**config.mk**
```make
export PLATFORM = sky130hd
export DESIGN_NAME = lighting_sequencer
export DESIGN_NICKNAME = d
export VERILOG_FILES = /design/src/rtl/lighting_pkg.sv /design/src/rtl/lighting_sequencer_step_timer.sv /design/src/rtl/lighting_sequencer.sv
export SDC_FILE = /design/constraint.sdc
export NUM_CORES = 1
export LEC_CHECK = 0
export CAP_MARGIN = 10
export CORE_MARGIN = 10
export CORE_UTILIZATION = 35
export DETAILED_ROUTE_END_ITERATION = 8
export SYNTH_ARGS = -nofsm -noshare
export SYNTH_HDL_FRONTEND = slang
export SYNTH_SLANG_ARGS = --single-unit
```
**constraint.sdc**
```tcl
create_clock -name clk -period 5.9 [get_ports clk]
set_input_delay 1.475 -clock clk [delete_from_list [all_inputs] [get_ports clk]]
set_output_delay 1.475 -clock clk [all_outputs]
set_load 0.05 [all_outputs]
```
**src/rtl/lighting_pkg.sv**
```systemverilog
// Shared types, widths and the lamp thermometer decode for the lighting sequencer.
package lighting_pkg;

    localparam int unsigned LEVEL_W   = 4;
    localparam int unsigned NUM_LAMPS = 16;

    typedef enum logic [2:0] {
        IDLE,
        SHADE,
        LAMP,
        SETTLE,
        DONE
    } state_t;

    // Latched request payload: lamp count and shade level to ramp towards.
    typedef struct packed {
        logic [LEVEL_W-1:0] lightnum;
        logic [LEVEL_W-1:0] wshade;
    } target_t;

    // Lamp enable i is on when i is below the active lamp count.
    function automatic logic [NUM_LAMPS-1:0] therm16(input logic [LEVEL_W-1:0] n);
        logic [NUM_LAMPS-1:0] e;
        e = '0;
        for (int unsigned i = 0; i < NUM_LAMPS; i++) begin
            e[i] = ((LEVEL_W + 1)'(i) < {1'b0, n});
        end
        return e;
    endfunction

endpackage

```
**src/rtl/lighting_sequencer_step_timer.sv**
```systemverilog
// Free-running step counter shared by every timed state of the sequencer.
// Counts 0..limit-1 and wraps; tc_c flags the last count, pre_tc_c the one before.
module step_timer #(
    parameter int unsigned CNT_W = 10
) (
    input  logic             clk,
    input  logic             rst_n,
    input  logic             clr,
    input  logic [CNT_W-1:0] limit,
    output logic             tc_c,
    output logic             pre_tc_c
);

    logic [CNT_W-1:0] count;

    // Restart on clear or at the end of each interval.
    always_ff @(posedge clk or negedge rst_n) begin
        if (!rst_n) begin
            count <= '0;
        end else if (clr || tc_c) begin
            count <= '0;
        end else begin
            count <= count + CNT_W'(1);
        end
    end

    // Terminal and pre-terminal decodes; pre-terminal lets the owner register a pulse for the terminal cycle.
    always_comb begin
        tc_c     = (count == (limit - CNT_W'(1)));
        pre_tc_c = (({1'b0, count} + (CNT_W + 1)'(2)) == {1'b0, limit});
    end

endmodule

```
**src/rtl/lighting_sequencer.sv**
```systemverilog
// Applies requested lamp count and shade level by ramping the shade motor, then the lamp bank, one unit per step.
module lighting_sequencer
    import lighting_pkg::*;
#(
    parameter int unsigned STEP_CYCLES   = 1000,
    parameter int unsigned SETTLE_CYCLES = 16
) (
    input  logic                 clk,
    input  logic                 rst_n,
    input  logic                 req,
    input  logic [LEVEL_W-1:0]   tgt_lightnum,
    input  logic [LEVEL_W-1:0]   tgt_wshade,
    output logic                 ack,
    output logic                 busy,
    output logic                 done,
    output logic [LEVEL_W-1:0]   cur_lightnum,
    output logic [LEVEL_W-1:0]   cur_wshade,
    output logic [NUM_LAMPS-1:0] lightstate,
    output logic                 shade_up,
    output logic                 shade_dn
);

    localparam int unsigned MAX_LIMIT = (STEP_CYCLES > SETTLE_CYCLES) ? STEP_CYCLES : SETTLE_CYCLES;
    localparam int unsigned CNT_W     = $clog2(MAX_LIMIT + 1);

    state_t             state;
    state_t             state_nxt;
    target_t            tgt;
    logic               ws_step;
    logic               ln_step;
    logic [LEVEL_W-1:0] ws_toward;
    logic [LEVEL_W-1:0] ln_toward;
    logic               timer_clr;
    logic [CNT_W-1:0]   timer_limit;
    logic               tc;
    logic               pre_tc;

    step_timer #(
        .CNT_W (CNT_W)
    ) u_step_timer (
        .clk      (clk),
        .rst_n    (rst_n),
        .clr      (timer_clr),
        .limit    (timer_limit),
        .tc_c     (tc),
        .pre_tc_c (pre_tc)
    );

    // One-unit move of each applied value towards its target.
    always_comb begin
        ws_toward = (cur_wshade < tgt.wshade) ? (cur_wshade + LEVEL_W'(1)) : (cur_wshade - LEVEL_W'(1));
        ln_toward = (cur_lightnum < tgt.lightnum) ? (cur_lightnum + LEVEL_W'(1)) : (cur_lightnum - LEVEL_W'(1));
    end

    // Next state and step enables; exits happen on the edge where the applied value reaches its target.
    always_comb begin
        state_nxt = state;
        ws_step   = 1'b0;
        ln_step   = 1'b0;
        case (state)
            IDLE: begin
                if (req) state_nxt = SHADE;
            end
            SHADE: begin
                if (cur_wshade == tgt.wshade) begin
                    state_nxt = LAMP;
                end else if (tc) begin
                    ws_step = 1'b1;
                    if (ws_toward == tgt.wshade) state_nxt = LAMP;
                end
            end
            LAMP: begin
                if (cur_lightnum == tgt.lightnum) begin
                    state_nxt = SETTLE;
                end else if (tc) begin
                    ln_step = 1'b1;
                    if (ln_toward == tgt.lightnum) state_nxt = SETTLE;
                end
            end
            SETTLE: begin
                if (tc) state_nxt = DONE;
            end
            DONE: begin
                state_nxt = IDLE;
            end
            default: begin
                state_nxt = IDLE;
            end
        endcase
    end

    // Timer restarts on every state entry and is held at zero while idle.
    always_comb begin
        timer_clr   = (state_nxt != state) || (state == IDLE);
        timer_limit = (state == SETTLE) ? CNT_W'(SETTLE_CYCLES) : CNT_W'(STEP_CYCLES);
    end

    // State, targets, applied values and registered outputs.
    always_ff @(posedge clk or negedge rst_n) begin
        if (!rst_n) begin
            state        <= IDLE;
            tgt          <= '0;
            cur_lightnum <= '0;
            cur_wshade   <= '0;
            lightstate   <= '0;
            ack          <= 1'b0;
            busy         <= 1'b0;
            done         <= 1'b0;
            shade_up     <= 1'b0;
            shade_dn     <= 1'b0;
        end else begin
            state    <= state_nxt;
            ack      <= (state == IDLE) && req;
            busy     <= (state_nxt != IDLE);
            done     <= (state_nxt == DONE);
            shade_up <= (state == SHADE) && !timer_clr && pre_tc && (cur_wshade < tgt.wshade);
            shade_dn <= (state == SHADE) && !timer_clr && pre_tc && (cur_wshade > tgt.wshade);
            if ((state == IDLE) && req) begin
                tgt.lightnum <= tgt_lightnum;
                tgt.wshade   <= tgt_wshade;
            end
            if (ws_step) begin
                cur_wshade <= ws_toward;
            end
            if (ln_step) begin
                cur_lightnum <= ln_toward;
                lightstate   <= therm16(ln_toward);
            end
        end
    end

endmodule

```
# After elaboration in Yosys (flattened, before gate mapping)
# Index checks and enable logic that the tools add are counted.
[totals]
inputBits = 11
out_inout_bits = 29
ff_bits = 49
wordCells = 76
[op_classes]
magnitude_cmp = 18
muxes = 18
n_addsub = 7
eq_ne = 11
n_reduce_logical = 10
[ops]
columns = ["op", "n"]
rows = [
  ["4-bit < comparator, first input constant", 7],
  ["3-bit 2-to-1 mux", 8],
  ["10-bit 2-to-1 mux", 2],
  ["4-bit == test", 4],
  ["3-bit by 4-bit < comparator with 1-bit output, first input constant", 4],
  ["3-bit case mux with 4 select lines", 1],
  ["10-bit by 2-bit adder with 11-bit output, second input constant", 1],
  ["11-bit by 10-bit == test with 1-bit output", 1],
  ["10-bit by 1-bit adder with 10-bit output, second input constant", 1],
  ["10-bit == test", 1],
  ["10-bit by 1-bit subtractor with 10-bit output, second input constant", 1],
  ["4-bit by 1-bit adder with 4-bit output, second input constant", 2],
  ["1-bit by 4-bit < comparator with 1-bit output, first input constant", 2],
  ["2-bit by 4-bit < comparator with 1-bit output, first input constant", 2],
  ["4-bit < comparator", 2],
  ["4-bit 2-to-1 mux", 2],
  ["4-bit by 1-bit subtractor with 4-bit output, second input constant", 2],
  ["3-bit by 2-bit == test with 1-bit output, second input constant", 2],
  ["1-bit logical AND", 5],
  ["1-bit 2-to-1 mux", 5],
  ["4-bit > comparator", 1],
  ["3-bit by 1-bit == test with 1-bit output, second input constant", 1],
  ["3-bit == test, second input constant", 1],
  ["3-bit logical NOT", 1],
  ["other kinds (4)", 5],
]

# Depth between registers and ports, before layout
[depth]
word_depth = 13
ltp_mapped = 14
depth_no_buf = 14

# Cells and area by module
# A second synthesis with hierarchy kept.
[unflattened]
cells_unflattened = 334
hier_area_um2 = 3129.3
[modules_own_cells]
columns = ["module", "area_per_inst_um2", "seq_area_each_um2", "cells_each", "instances"]
rows = [
  ["lighting_sequencer", 2035.7, 950.9, 202, 1],
  ["step_timer", 1093.5, 250.2, 132, 1],
]

# Worst setup path before layout
# No wires, ideal clock.
[synth_timing]
path_kind = "reg-to-reg"
startpoint = "reg cur_wshade[0]"
endpoint = "reg state[0]"
path_stages_with_launch = 12
path_buffers = 0
slack_ns = 2.362
synth_period_minus_slack_ns = 3.538
required_time_ns = 5.754
arrival_ns = 3.392
setup_time_ns = 0.146
cell_sequence = "dfrtp_1 > inv_1 > ha_1 > inv_1 > a21oi_1 > o21ai_0 > inv_1 > fa_1 > xnor3_1 > nor4_4 > a21oi_1 > or4b_2"
[synth_between]
elab_chain_len = 7
word_cells_on_any_way = 10
cone_classes = "2 x add/sub; 1 x order compare; 2 x eq/ne; 5 x mux"
[synth_rtl]
columns = ["element", "line_no", "text"]
rows = [
  ["from (decl)", "lighting_sequencer.sv:17", "output logic [LEVEL_W-1:0] cur_wshade,"],
  ["from (signal assigned)", "lighting_sequencer.sv:123", "cur_wshade <= ws_toward;"],
  ["4-bit by 1-bit subtractor with 4-bit output (tied with other cells)", "lighting_sequencer.sv:51", "ws_toward = (cur_wshade < tgt.wshade) ? (cur_wshade + LEVEL_W'(1)) : (cur_wshade - LEVEL_W'(1));"],
  ["4-bit 2-to-1 mux *", "lighting_sequencer.sv:51", ""],
  ["net ws_toward[0]", "lighting_sequencer.sv:31", "logic [LEVEL_W-1:0] ws_toward;"],
  ["4-bit == test *", "lighting_sequencer.sv:69", "if (ws_toward == tgt.wshade) state_nxt = LAMP;"],
  ["3-bit 2-to-1 mux *", "lighting_sequencer.sv:69", ""],
  ["3-bit 2-to-1 mux *", "lighting_sequencer.sv:67", "end else if (tc) begin"],
  ["3-bit 2-to-1 mux *", "lighting_sequencer.sv:65", "if (cur_wshade == tgt.wshade) begin"],
  ["3-bit case mux with 4 select lines *", "lighting_sequencer.sv:60", "case (state)"],
  ["net state_nxt[0]", "lighting_sequencer.sv:27", "state_t state_nxt;"],
  ["to (signal assigned)", "lighting_sequencer.sv:112", "state <= state_nxt;"],
  ["to (decl)", "lighting_sequencer.sv:26", "state_t state;"],
]
# The timed path passes the listed nets; every way through them passes the cells marked *.
# A chain may end at the register's enable or synchronous reset.

# Worst setup path in the final report
[layout_timing]
startpoint = "reg cur_lightnum[0]"
endpoint = "reg shade_dn"
[layout_between]
elab_chain_len = 13
word_cells_on_any_way = 16
cone_classes = "2 x add/sub; 1 x order compare; 3 x eq/ne; 5 x mux; 5 x reduce/logical"
[layout_rtl]
columns = ["element", "line_no", "text"]
rows = [
  ["from (decl)", "lighting_sequencer.sv:16", "output logic [LEVEL_W-1:0] cur_lightnum,"],
  ["from (signal assigned)", "lighting_sequencer.sv:126", "cur_lightnum <= ln_toward;"],
  ["4-bit by 1-bit subtractor with 4-bit output (tied with other cells)", "lighting_sequencer.sv:52", "ln_toward = (cur_lightnum < tgt.lightnum) ? (cur_lightnum + LEVEL_W'(1)) : (cur_lightnum - LEVEL_W'(1));"],
  ["4-bit 2-to-1 mux *", "lighting_sequencer.sv:52", ""],
  ["net ln_toward[0]", "lighting_sequencer.sv:32", "logic [LEVEL_W-1:0] ln_toward;"],
  ["4-bit == test *", "lighting_sequencer.sv:77", "if (ln_toward == tgt.lightnum) state_nxt = SETTLE;"],
  ["3-bit 2-to-1 mux *", "lighting_sequencer.sv:77", ""],
  ["3-bit 2-to-1 mux *", "lighting_sequencer.sv:75", "end else if (tc) begin"],
  ["3-bit 2-to-1 mux *", "lighting_sequencer.sv:73", "if (cur_lightnum == tgt.lightnum) begin"],
  ["3-bit case mux with 4 select lines *", "lighting_sequencer.sv:60", ""],
  ["3-bit inequality test *", "lighting_sequencer.sv:94", "timer_clr = (state_nxt != state) || (state == IDLE);"],
  ["1-bit logical OR *", "lighting_sequencer.sv:94", ""],
  ["1-bit logical NOT *", "lighting_sequencer.sv:117", "shade_dn <= (state == SHADE) && !timer_clr && pre_tc && (cur_wshade > tgt.wshade);"],
  ["1-bit logical AND * (3 in series)", "lighting_sequencer.sv:117", ""],
  ["to (signal assigned)", "lighting_sequencer.sv:117", ""],
  ["to (decl)", "lighting_sequencer.sv:20", "output logic shade_dn"],
]
# Marks and branches as above.

==> impl_metrics.tcl <==
set metrics [dict create \
    outcome "complete, no violations" \
    pwr-share-clk 0.229 \
    mostFrequentLayoutCell "dfrtp_1" \
    ant_nets 0 \
    insertion_delay_ns 0.31 \
    setup_tns_ns 0 \
    postCtsSetupBuffers 0 \
    clock_sinks 48 \
    min_period_ns 3.75 \
    power_frac_seq 0.381 \
    grt_pass1_wl_microns 10500 \
    rsz0062_at_grt "false" \
    vias 2140 \
    synth-simple-area-share 0.204 \
    area_growth_pct 19.4 \
    grt_overflow 0 \
    met2_usage 0.166 \
    cts_buffer_depth 2 \
    grt_busiest_layer "met2" \
    synth_area_per_cell_sq_um 10.0 \
    synth_edf_count 0 \
    synthAdderAreaFrac 0.0886 \
    grt_pass1_vias 2113 \
    reg2reg_setup_slack_ns 2.15 \
    die_h_microns 110 \
    grt_max_degree 49 \
    final_cell_mix "dfrtp_1, clkdlybuf4s50_1, nand2_1" \
    pwr-share-comb 0.390 \
    cts_made_buffers 5 \
    clkTransAtPathRegs_ns 0.10 \
    drc 0 \
    synthFlopType "dfrtp_1" \
    yosys.area.top_type "dfrtp_1" \
    fin_util 0.436 \
    synth_top_family_by_area "simple AND/OR/NAND/NOR gates" \
    required_ns 6.13 \
    initial_core_util 0.365 \
    yosysWarnings 0 \
    hold_viol 0 \
    dr.pass1.iters 4 \
    synth_cell_types 48 \
    worstSetupPathType "flop to flop" \
    synth.mux.area_fraction 0.0193 \
    crit_path_start_kind "flop" \
    routabilityCongestion 0.776 \
    seq_area_frac_synth 0.421 \
    core_sq_mm 0.00781 \
    hpwl_microns 4670 \
    port_buffers 38 \
    setup_viol 0 \
    maxSlewHeadroom 0.454 \
    fill_cells 783 \
    wl_per_cell_microns 14.9 \
    sw_frac_of_total 0.378 \
    use_met3 0.0284 \
    drt_iter0_markers 97 \
    p_sw_uw 409 \
    die_area_sq_mm 0.0122 \
    synthesis.area_sq_mm 0.00285 \
    final_nets 347 \
    synthXorXnorAreaFrac 0.100 \
    die_x_microns 110 \
    slew_viol_final 0 \
    route.final.wire_length_microns 6240 \
    drv_cap 0 \
    cts_tree "done" \
    final.period_utilization 0.635 \
    p_int_uw 673 \
    cts_resized 0 \
    peakVddDrop_v 0.000120 \
    path_max_fanout 10 \
    hold_path.class "flop to flop" \
    netlist_instances 285 \
    hold_ws_ns 0.482 \
    rows 32 \
    critPathCaptureType "flop" \
    synthesis.nets 315 \
    ys_ff_latch 48 \
    synth-compound-area-share 0.115 \
    cts_root_buf "clkbuf_8" \
    arrival_ns 3.98 \
    use_met1 0.142 \
    final_layout_size_suffix_gt1_frac 0.0818 \
    synthTopCellsByArea "dfrtp_1, ha_1, xnor2_1, xor2_1, nand2_1" \
    fmax_mhz 267 \
    tightest_slew_ns 0.816 \
    synth_top_area_share 0.421 \
    via_per_inst 5.10 \
    ctsHoldBuffers 0 \
    power_density_mw_per_mm2 318 \
    ios 40 \
    n_antenna_cell 0 \
    track_usage 0.106 \
    htree_levels 2 \
    leakage_uw 0.00147 \
    async_reset_ff_frac 1.00 \
    skew_ns 0.00888 \
    grt_antenna_before_repair 0 \
]
-- cell usage after synthesis (3+ instances only) --
cell	n
a211oi_1	3
a21o_1	5
o211ai_1	3
o21a_1	3
nand3_1	10
nor4_1	4
buf_2	5
ha_1	17
clkbuf_1	6
inv_1	17
a31oi_1	3
nand2_1	24
dfrtp_1	48
and3_1	3
a21oi_1	16
xor2_1	11
nor4b_1	3
nor2_1	12
xnor3_1	3
xnor2_1	14
nor3_1	14
mux2_2	4
o31ai_1	3
o21ai_0	14
nand2b_1	3
nand4_1	7
-- power groups by stage --
stage,Combinational [uW],Clock [uW],Sequential (uW)
6_report,422,248,412
5_1_grt,475,272,418
4_1_cts,424,256,412
3_5_place_dp,424,0,418
3_3_place_gp,411,0,418
2_1_floorplan,314,0,416
-- critical path, cell delays in order, from the launching register on --
cell     delay, ns
dfrtp_1       0.41
inv_1         0.14
ha_1          0.22
inv_1         0.05
a21oi_1       0.05
o21ai_0       0.45
inv_1         0.17
fa_1          0.40
xor2_1        0.67
xnor2_1       0.20
nor4b_1       0.09
a21oi_1       0.16
or4b_4        0.49
a21oi_1       0.17
-- flip-flops by register name, summed over array words and instances, names as in the netlist --
register,cells
state,3
shade_up,1
tgt,8
cur_wshade,4
cur_lightnum,3
done,1
ack,1
lightstate,15
u_step_timer.count,10
busy,1
shade_dn,1
-- layout make-up --
type	instances	area [sq um]	area share
timing repair buffer	40	390	0.115
tap	102	128	0.0375
inverter	17	63.8	0.0187
clock inverter	3	46.3	0.0136
clock buffer	5	68.8	0.0202
sequential	48	1200	0.353
multi-input combinational	205	1510	0.443
-- kinds of logic (layout without fill, tap and decap cells) --
logic type | count (synthesis) | after routing
adder cells (fa/ha/maj) | 19 | 19
AND/OR/NAND/NOR | 100 | 100
multiplexers | 5 | 5
buffers and inverters | 32 | 65
XOR/XNOR | 28 | 28
flip-flops | 48 | 48
AO/OA/AOI/OAI | 52 | 52
other | 1 | 1
-- through the flow --
stage / setup WS [ns] / power, uW / cells / cell area, sq um
2_1_floorplan: 2.36 / 730 / 285 / 2850
3_3_place_gp: 2.24 / 829 / 412 / 3290
3_5_place_dp: 2.21 / 842 / 412 / 3290
4_1_cts: 2.15 / 1090 / 420 / 3410
5_1_grt: 1.74 / 1170 / 420 / 3410
6_report: 2.15 / 1080 / 420 / 3410
-- worst paths after layout --
| kind | endpoint | startpoint | cells past startpoint |
|---|---|---|---|
| setup / recovery | shade_dn$_DFF_PN0_ | cur_lightnum[0]$_DFFE_PN0P_ | 13 |
| hold / removal | lightstate[13]$_DFFE_PN0P_ | lightstate[13]$_DFFE_PN0P_ | 2 |
| setup reg to reg | shade_dn$_DFF_PN0_ | cur_lightnum[0]$_DFFE_PN0P_ | 13 |
| hold reg to reg | lightstate[13]$_DFFE_PN0P_ | lightstate[13]$_DFFE_PN0P_ | 2 |
| max in group asynchronous | tgt[2]$_DFFE_PN0P_ | rst_n | 2 |
| min in group asynchronous | lightstate[4]$_DFFE_PN0P_ | rst_n | 2 |
-- layer usage --
| layer | up-vias | share of wire |
|---|---|---|
| met1 | 1034 | 0.46 |
| met2 | 40 | 0.46 |
| li1 | 1060 | - |
| met5 | - | 0 |
| met3 | 6 | 0.064 |
| met4 | 0 | 0.011 |
Note: power is estimated with default switching activity, not from simulation.
